==> src/rtl/rand_start_scheduler.sv <==
// Randomised start scheduler for a crypto core: inserts an LFSR-driven start delay
// and random idle gaps in the core clock enable, with a run timeout and scope trigger.
module rand_start_scheduler #(
  parameter logic [15:0] SEED       = 16'hACE1,
  parameter int          GAP_BITS   = 2,
  parameter int          DELAY_BITS = 4,
  parameter int          TIMEOUT    = 4095
) (
  input  logic        clk,
  input  logic        rst,
  input  logic        rand_en,
  input  logic        seed_load,
  input  logic [15:0] seed_in,
  input  logic        start_in,
  input  logic        core_busy,
  output logic        core_clk_en,
  output logic        core_load,
  output logic        done_out,
  output logic        err_out,
  output logic        trigger_out
);

  localparam int RUN_W = $clog2(TIMEOUT + 1);
  localparam logic [RUN_W-1:0]      TIMEOUT_CNT = RUN_W'(TIMEOUT);
  localparam logic [DELAY_BITS-1:0] DELAY_ONE   = DELAY_BITS'(1);
  localparam logic [GAP_BITS-1:0]   GAP_ONE     = GAP_BITS'(1);
  localparam logic [RUN_W-1:0]      RUN_ONE     = RUN_W'(1);

  localparam logic [2:0] IDLE  = 3'd0;
  localparam logic [2:0] DELAY = 3'd1;
  localparam logic [2:0] LOAD  = 3'd2;
  localparam logic [2:0] RUN   = 3'd3;
  localparam logic [2:0] DONE  = 3'd4;

  logic [2:0]            state;
  logic [15:0]           lfsr;
  logic [15:0]           lfsr_next;
  logic [DELAY_BITS-1:0] delay_cnt;
  logic [GAP_BITS-1:0]   gap_cnt;
  logic [RUN_W-1:0]      run_cnt;
  logic [RUN_W-1:0]      run_cnt_inc;
  logic                  busy_seen;
  logic                  gap_done;

  // Galois form, right shift: feedback taps folded in when the bit shifted out is 1.
  assign lfsr_next   = {1'b0, lfsr[15:1]} ^ (lfsr[0] ? 16'hB400 : 16'h0000);
  assign run_cnt_inc = run_cnt + RUN_ONE;
  assign gap_done    = (gap_cnt == '0);

  // NOTE: sequential state uses non-blocking (<=) so every register samples
  // pre-edge values; blocking here would create order-dependent races.
  always_ff @(posedge clk) begin
    if (rst) begin
      lfsr <= SEED;
    end else if (seed_load) begin
      lfsr <= (seed_in == 16'h0000) ? SEED : seed_in;
    end else begin
      lfsr <= lfsr_next;
    end
  end

  always_ff @(posedge clk) begin
    if (rst) begin
      state     <= IDLE;
      delay_cnt <= '0;
      gap_cnt   <= '0;
      run_cnt   <= '0;
      busy_seen <= 1'b0;
      err_out   <= 1'b0;
    end else begin
      case (state)
        IDLE: begin
          if (start_in) begin
            delay_cnt <= rand_en ? lfsr[DELAY_BITS-1:0] : '0;
            err_out   <= 1'b0;
            state     <= DELAY;
          end
        end
        DELAY: begin
          if (delay_cnt == '0) state <= LOAD;
          else                 delay_cnt <= delay_cnt - DELAY_ONE;
        end
        LOAD: begin
          busy_seen <= 1'b0;
          gap_cnt   <= '0;
          run_cnt   <= '0;
          state     <= RUN;
        end
        RUN: begin
          run_cnt <= run_cnt_inc;
          if (core_busy) busy_seen <= 1'b1;
          if (gap_done) gap_cnt <= rand_en ? lfsr[GAP_BITS-1:0] : '0;
          else          gap_cnt <= gap_cnt - GAP_ONE;
          // Timeout wins over a normal completion landing on the same cycle.
          if (run_cnt_inc == TIMEOUT_CNT) begin
            err_out <= 1'b1;
            state   <= DONE;
          end else if (gap_done && busy_seen && !core_busy) begin
            state <= DONE;
          end
        end
        DONE:    state <= IDLE;
        default: state <= IDLE;
      endcase
    end
  end

  // Outputs decode registered state only, so no input reaches an output combinationally.
  // NOTE: every always_comb output gets a default first so no latch is inferred.
  always_comb begin
    core_clk_en = 1'b1;
    core_load   = 1'b0;
    done_out    = 1'b0;
    trigger_out = 1'b0;
    case (state)
      DELAY: core_clk_en = 1'b0;
      LOAD: begin
        core_load   = 1'b1;
        trigger_out = 1'b1;
      end
      RUN: begin
        core_clk_en = gap_done;
        trigger_out = 1'b1;
      end
      DONE:    done_out = 1'b1;
      default: ;
    endcase
  end

endmodule
==> config.mk <==
export PLATFORM = sky130hd
export DESIGN_NAME = rand_start_scheduler
export DESIGN_NICKNAME = d
export VERILOG_FILES = /design/src/rtl/rand_start_scheduler.sv
export SDC_FILE = /design/constraint.sdc
export NUM_CORES = 1
export LEC_CHECK = 0
export BUFFER_PORTS_ARGS = -buffer_cell sky130_fd_sc_hd__buf_2
export CORE_MARGIN = 4
export CORE_UTILIZATION = 41
export CTS_CLUSTER_SIZE = 14
export DETAILED_ROUTE_END_ITERATION = 8
export PLACE_DENSITY = 0.57
export SYNTH_ARGS = -nofsm -noshare
export SYNTH_HDL_FRONTEND = slang
export SYNTH_SLANG_ARGS = --single-unit
==> constraint.sdc <==
create_clock -name clk -period 3.1 [get_ports clk]
set_input_delay 0.31 -clock clk [delete_from_list [all_inputs] [get_ports clk]]
set_output_delay 0.31 -clock clk [all_outputs]
set_load 0.01 [all_outputs]
# == Yosys cells after proc, flatten, opt, wreduce, memory -nomap -nowiden ==
# Cells that the tools add are included.
# word_totals
output_inout_bits,5
in_bits,22
ff_bits,39
word_cells,62
# classes
n_eq_ne,11
n_bitwise,1
add_sub_neg,3
muxes,25
n_reduce_logical,15
# op_table
op,count
two-way mux 16 bit,3
one-hot mux 12 bit (2 select lines),1
logical NOT 16 bit,1
bitwise XOR 15 x 16 -> 16 bit,1
adder 12 x 1 -> 12 bit (second input constant),1
== test 12 bit (second input constant),1
two-way mux 3 bit,4
two-way mux 4 bit,3
one-hot mux 3 bit (4 select lines),1
inequality test 2 bit (second input constant),5
AND reduction 3 bit,3
one-hot mux 4 bit (2 select lines),1
== test 3 x 2 -> 1 bit (second input constant),2
two-way mux 1 bit,6
one-hot mux 1 bit (2 select lines),3
nonzero test 2 bit,3
logical NOT 4 bit,1
two-way mux 2 bit,2
one-hot mux 2 bit (2 select lines),1
subtractor 4 x 1 -> 4 bit (second input constant),1
== test 3 x 1 -> 1 bit (second input constant),1
== test 3 bit (second input constant),1
logical NOT 3 bit,1
inequality test 3 bit (second input constant),1
other kinds (6),7

# == Longest topological paths before layout ==
# Gate-level depths: netlist of run 1.
# logic_depth
ltp_word,6
ltp_mapped,8
depth_no_buf,6

# == Worst setup path after synthesis of run 1 ==
# Ideal clock, no wire load.
# synth_path
kind,reg-to-reg
start,register run_cnt[1]
end,register err_out
synth_period_minus_slack_ns,1.766
setup_ns,0.117
arrival_ns,1.648
slack_ns,1.334
t_required_ns,2.983
n_path_buf,1
path_stages_with_launch,8
path_cell_list,dfxtp_1 -> ha_1 -> clkbuf_1 -> a21oi_1 -> o31a_1 -> o21a_1 -> o2111a_1 -> a32o_1
# synth_between
elab_chain_cells,4
# synth_rtl
element,line_no,text
start: declaration,40,logic [RUN_W-1:0] run_cnt;
start signal: assignment,90,run_cnt <= run_cnt_inc;
adder 12 x 1 -> 12 bit,47,assign run_cnt_inc = run_cnt + RUN_ONE;
== test 12 bit,95,if (run_cnt_inc == TIMEOUT_CNT) begin
inequality test 2 bit (no source line),--,
AND reduction 3 bit (no source line),--,
end signal: assignment,69,err_out <= 1'b0;
end signal: assignment,75,err_out <= 1'b0;
end signal: assignment,96,err_out <= 1'b1;
end: declaration,19,"output logic err_out,"
# Every way passes these cells.
# A chain may end at the register's enable or synchronous reset.

# == Final worst setup path of run 1 ==
# layout_path
start,register run_cnt[2]
end,register state[1]
# layout_between
elab_chain_cells,4
elab_cells_between_ends,6
classes_between,add/sub (1); eq/ne (2); mux (2); reduce/logical (1)
# layout_rtl
element,line_no,text
adder 12 x 1 -> 12 bit (*),47,
== test 12 bit (*),95,
two-way mux 3 bit or inequality test 3 bit (tied branches),--,
one-hot mux 3 bit (4 select lines) or AND reduction 3 bit (tied branches),--,
end signal: assignment,76,state <= DELAY;
end signal: assignment,97,state <= DONE;
end signal: assignment,99,state <= DONE;
end: declaration,35,logic [2:0] state;
# Mark *: on every way between the ends. The rest lies on a longest branch, timed or not.

==> results by group, run 1 <==
Timing
  • Final setup vio count: 0
  • Setup WS post-layout: around 1.2 ns
  • Final Cycle Share: 0.6026
  • RSZ-0062 raised after global routing: no
  • Slew @ Worst Pin: between 0.5 and 0.6 ns
  • Max Fclk: roughly 0.54 GHz
  • Crit path time final: between 1.5 and 2 ns
  • Clock Skews: between 0.006 and 0.007 ns
  • Max-slew headroom: 0.6042
  • Slew Limit Fails: 0
  • Setup TNS: 0 ns
  • Fin. Hold Viols: 0

Critical path
  • CP endpoint kind: flop
  • Slowest CP cell: dfxtp_1
  • CP bufs+invs: 0
  • Reg2reg start: run_cnt[2]
  • R2R Path End: state[1]
  • Cell count along the critical path: 5
  • Setup crit end: state[1]
  • CP Cell Sequence: and4_4, or3b_4, xnor2_2, o2111ai_1, o2111a_1
  • Critical path type: reg -> reg
  • Worst path top cell family by delay: simple AND/OR/NAND/NOR gates
  • Crit path required time: between 3 and 4 ns
  • Worst R2R Setup Slack: about 1.2 ns
  • Worst path arrival time: around 2.1 ns
  • CP Launch Type: flop
  • R2R depth: 5
  • CP Launch Point: run_cnt[2]
  • CP Max Fanout: 9
  • Max stage delay on crit path: between 0.4 and 0.5 ns

Placement
  • Hpwl dp: ~3.0 mm
  • Place WS: 1.263 ns
  • Placed Area: about 2100 um2
  • Placed Instances: roughly 330
  • Number of port buffers: 26
  • GPL Wtd Cong: around 0.8

Power
  • Leakage power: between 0.8 and 0.9 nW
  • Internal power: 765.9 uW
  • Sequential Power Share: 0.506
  • Peak supply drop: 273.3 uV
  • Comb power frac: 0.176
  • Sw Share: 0.3013
  • Clock share of power: 0.317
  • P_sw: 330.2 uW
  • PwrDens: approximately 500 nW/um2

Layout
  • Multi-input logic area: between 1000 and 1500 um2
  • Share of layout cells above drive strength 1: 0.1567
  • Area growth syn-to-layout: 11.11%
  • Final core occ: 0.4689
  • Nets: slightly below 300
  • Antenna diodes: 0
  • FF+latch area: 780.7 um2
  • FILL cells: slightly below 500
  • Design Area, Final: ~2200 um2
  • Final cell count without fillers: ~340

Die
  • Initial Util: 0.4220
  • Die height: 77.73 um
  • Row count: 25
  • I/O Pins: 27
  • Die Wd: between 70 and 80 um
  • Core area: between 4000 and 5000 um2
  • Die area: slightly above 6000 um2

Clocking
  • H-tree Lvls: 2
  • Hold_buf cts: 0
  • Clock slew at reported path FFs: roughly 0.08 ns
  • CTS tree: done
  • Sink Count: 39
  • Cts bufs inserted: 5
  • Post-CTS setup buffer count: 0
  • Clock tree root driver cell: clkbuf_8
  • Clk buf depth: 2
  • Post-cts resize count: 0
  • Worst-skew pair later-pin latency: ~0.29 ns

Worst hold path
  • Worst hold path type: in -> reg
  • Hold path depth: 3

Yosys
  • Yosys top cell area share: 0.3917
  • Seq/Total Area, Yosys: 0.3917
  • Post-Syn Nets: 275
  • Synth area leader: dfxtp_1
  • Area contributors post-synth: dfxtp_1, nor2_1, nand2_1
  • Ranking of synthesized cells by instance count: dfxtp_1, nor2_1, nand2_1, a21oi_1, clkbuf_1
  • Synthesized area per cell: ~8 um2
  • Count leader, synth: dfxtp_1
  • #FFs+latches synth: 39
  • Synth Flop Type: dfxtp_1
  • Number of synthesized flops with an enable pin: 0
  • Async SR Flop Fraction: 0
  • Yosys warning count: 0
  • Syn Inst Count: 249
  • Synth Cell Area: 1993 um2
  • Cell variety after synth: 47

Routing
  • Via density: ~5.3
  • Vias post-DR: between 1,500 and 2,000
  • Final ANT Viol Nets: 0
  • Detailed Route Iter0 Violations: 113
  • Met1 WL: between 2 and 2.5 mm
  • Top layer reached by signal wires: met4
  • Final WL: between 4 and 5 mm
  • Residual DRC: 0
  • Detailed Routing Iterations Pass 1: 4
  • Routed length on met2: approximately 1.9 mm
  • Routed wire per std cell: 13.14 um
  • Routed met3 length: around 270 um

GRT
  • First-pass GRT wire length: 7.376 mm
  • Largest net degree at the start of global routing: 30
  • Number of global-route vias before repair: 1,604
  • Antenna violations before repair: 0
  • Gr ovfl total: 0
  • GR Util All Layers: 0.1508

Outcome
  • Status: complete, no violations

Run
  • Max Cap Viol: 0
-- state kept, by name (all words and copies together), names as in the netlist --
| signal | flops |
|---|---|
| run_cnt | 12 |
| err_out | 1 |
| gap_cnt | 2 |
| lfsr | 16 |
| delay_cnt | 4 |
| busy_seen | 1 |
| state | 3 |
-- power groups by stage --
| stage | Sequential [mW] | Clock (mW) | Combinational, mW |
|---|---|---|---|
| 6_report | 0.555 | 0.348 | 0.193 |
| 5_1_grt | 0.560 | 0.381 | 0.218 |
| 4_1_cts | 0.555 | 0.360 | 0.194 |
| 3_5_place_dp | 0.567 | 0 | 0.194 |
| 3_3_place_gp | 0.566 | 0 | 0.193 |
| 2_1_floorplan | 0.552 | 0 | 0.157 |
-- area by class of cell --
class                           instances  area share
Multi-Input combinational cell        186      0.4938
Inverter                                8     0.01356
Clock buffer                            5     0.03107
Sequential cell                        39      0.3525
Timing Repair Buffer                   27     0.06215
Tap cell                               67     0.03785
Clock inverter                          3    0.009040
-- per-layer routing --
metal | vias up | track usage
li1 | 924 | -
met1 | 797 | 0.1996
met2 | 54 | 0.2389
met3 | 6 | 0.03596
met4 | 0 | 0.05160
met5 | - | 0
-- through the flow --
step	total power, mW	hold WS (ns)
floorplan	0.7085	0.4287
global placement	0.7588	0.4425
detailed placement	0.7601	0.4477
CTS	1.109	0.2360
global route	1.159	0.2492
finish	1.096	0.2432
-- layout by cell type, fill, tap and decap left out, types with 5 or more instances in the layout --
| cell type | n |
|---|---|
| nor2_1 | 37 |
| nor3_1 | 7 |
| inv_1 | 6 |
| a21oi_1 | 19 |
| nor4_1 | 6 |
| clkbuf_8 | 5 |
| o21ai_1 | 6 |
| buf_2 | 26 |
| o22ai_1 | 8 |
| nand4_1 | 5 |
| mux2i_1 | 8 |
| nand2_1 | 35 |
| nand3_1 | 6 |
| o21ai_0 | 5 |
| dfxtp_1 | 39 |
-- worst min-delay path by stage --
stage	slack [ns]	from	to
2_1_floorplan	0.43	lfsr[12]	lfsr[11]
3_3_place_gp	0.44	lfsr[8]	lfsr[7]
3_5_place_dp	0.45	lfsr[7]	lfsr[6]
4_1_cts	0.24	seed_in[15]	lfsr[15]
5_1_grt	0.25	seed_in[6]	lfsr[6]
6_report	0.24	seed_in[6]	lfsr[6]
-- kinds of logic after synthesis --
group                      count (synthesis)  share of synthesized area
and+or+nand+nor                          110                     0.2687
muxes                                      8                    0.04018
xor gates and xnor gates                   8                    0.03892
AOI/OAI and AO/OA                         56                     0.1758
adders and majority gates                  4                    0.02511
buffers and inverters                     24                    0.05963
DFF                                       39                     0.3917
-- worst min-delay path, cell delays in order --
cell and delay (ns):
buf_2 0.09, o22ai_1 0.05, nand2_1 0.06
No activity file was read; power rests on OpenSTA's default activity.
==> run 2: changes to the inputs <==
==> constraint.sdc (replaced) <==
create_clock -name clk -period 1.9 [get_ports clk]
set_input_delay 0.19 -clock clk [delete_from_list [all_inputs] [get_ports clk]]
set_output_delay 0.19 -clock clk [all_outputs]
set_load 0.01 [all_outputs]
==> run 2 against run 1 <==
- global-route usage up 0.56 points
- die area unchanged
- critical endpoint unchanged
- non-clock buffer count up 5
- sequential power up 62%
- design area up 1.8%
- clock skew up 0.0050 ns
- wire length about the same
==> results by group, run 2 (synthesized netlist as in run 1, its figures left out) <==
Routing
  • Vias post-DR: between 1,500 and 2,000
  • Final WL: roughly 4.4 mm
  • Detailed Routing Iterations Pass 1: 4
  • Detailed Route Iter0 Violations: roughly 120
  • Residual DRC: 0
  • Routed wire per std cell: between 10 and 15 um
  • Via density: between 5 and 6
  • Final ANT Viol Nets: 0

Layout
  • Nets: ~300
  • Max FFs per register: 16
  • Top reg by flops: lfsr
  • Commonest non-fill, non-tap cell in the layout: dfxtp_1
  • Regs by FF count: lfsr x16, run_cnt x12, delay_cnt x4
  • FILL cells: 474
  • Area growth syn-to-layout: 13.12%
  • Design Area, Final: between 2000 and 2500 um2
  • Antenna diodes: 0
  • Share of layout cells above drive strength 1: 0.1758
  • Commonest non-fill, non-tap cells in the layout: dfxtp_1, nor2_1, nand2_1
  • Final core occ: 0.4774
  • Final cell count without fillers: 340

Critical path
  • Slowest CP cell: dfxtp_1
  • Max stage delay on crit path: around 0.44 ns
  • CP Launch Type: flop
  • CP endpoint kind: flop
  • CP Max Fanout: 6
  • Critical path type: reg -> reg
  • Crit path required time: 2.09 ns
  • CP Cell Sequence: and4_4, or3b_4, xnor2_2, o2111ai_1, o2111a_1
  • Worst path arrival time: 2.02 ns
  • Worst R2R Setup Slack: 0.07 ns

Clocking
  • Clock slew at reported path FFs: around 0.080 ns
  • H-tree Lvls: 2
  • Sink Count: 39
  • Clock tree root driver cell: clkbuf_8
  • Cts bufs inserted: 5
  • Hold_buf cts: 0
  • Worst-skew pair later-pin latency: 0.30 ns
  • Clk buf depth: 2
  • CTS tree: done

Timing
  • Fin. Hold Viols: 0
  • Crit path time final: between 1.5 and 2 ns
  • Hold slack: 0.1200 ns
  • Slew Limit Fails: 0
  • Final Cycle Share: 0.9611
  • Slew @ Worst Pin: roughly 0.39 ns
  • Clock Skews: 0.01172 ns
  • Max-slew headroom: 0.7389
  • Setup WS post-layout: between 0.07 and 0.08 ns
  • RSZ-0062 raised after global routing: no
  • Setup TNS: 0 ns
  • Max Fclk: between 0.5 and 0.6 GHz
  • Final setup vio count: 0

Die
  • Core area: about 4700 um2
  • I/O Pins: 27
  • Die area: between 6000 and 7000 um2
  • Die Wd: between 70 and 80 um
  • Initial Util: 0.4220
  • Row count: 25
  • Die height: around 80 um

Placement
  • Place WS: 0.09045 ns
  • Hpwl dp: 3.101 mm
  • GPL Wtd Cong: roughly 0.73
  • Number of port buffers: 26
  • Placed Instances: 332
  • Placed Area: around 2200 um2

GRT
  • GR Util All Layers: 0.1564
  • Number of global-route vias before repair: about 1,600
  • Antenna violations before repair: 0
  • Largest net degree at the start of global routing: 19
  • Gr ovfl total: 0
  • First-pass GRT wire length: approximately 7.6 mm

Power
  • Peak supply drop: approximately 420 uV
  • PwrDens: between 700 and 800 nW/um2
  • Total power: ~1.8 mW
  • Leakage power: approximately 0.9 nW

Run
  • Max Cap Viol: 0

Outcome
  • Status: complete, no violations

Worst hold path
  • Worst hold path type: in -> reg
run 2: cell count changes in the layout (fill, tap and decap cells not counted):
cell	previous run	this run
buf_4	1	6
ha_1	4	3
ha_2	0	1
run 2: cell type report:
type                       instances  area (um2)  share of cell area
multi-input combinational        186        1096              0.4861
timing repair buffer              32       175.2             0.07769
tap                               67       83.83             0.03718
clock inverter                     3       20.02            0.008879
inverter                           8       30.03             0.01332
sequential                        39       780.7              0.3463
clock buffer                       5       68.82             0.03052
run 2: per-layer routing:
layer | GRT usage | part of all wire
met4 | 0.05338 | 0.012
met1 | 0.2155 | 0.51
met5 | 0 | 0
met3 | 0.04524 | 0.056
met2 | 0.2320 | 0.43
run 2: worst paths after layout:
path	from	endpoint	depth (start not counted)
setup reg to reg	run_cnt[1]	state[1]	5
setup / recovery	run_cnt[1]	state[1]	5
hold reg to reg	lfsr[8]	lfsr[7]	2
hold / removal	seed_in[15]	lfsr[15]	3
run 2: critical path, delay by kind of cell (launching register included):
family / cells / cell delay (ns)
simple gates: 2 / 0.71
xor+xnor: 1 / 0.16
compound gates: 2 / 0.42
flops: 1 / 0.44
run 2: what timing repair did:
| action | CTS | global route |
|---|---|---|
| setup endpoints to repair | 0 | 1 |
| setup buffers | 0 | 0 |
| gates resized for setup | 0 | 1 |
run 2: power by group:
| part | total, mW | internal (mW) | switching (mW) |
|---|---|---|---|
| registers | 0.899 | 0.864 | 0.0346 |
| logic | 0.326 | 0.135 | 0.191 |
| clock network | 0.568 | 0.255 | 0.312 |
| total | 1.79 | 1.25 | 0.538 |
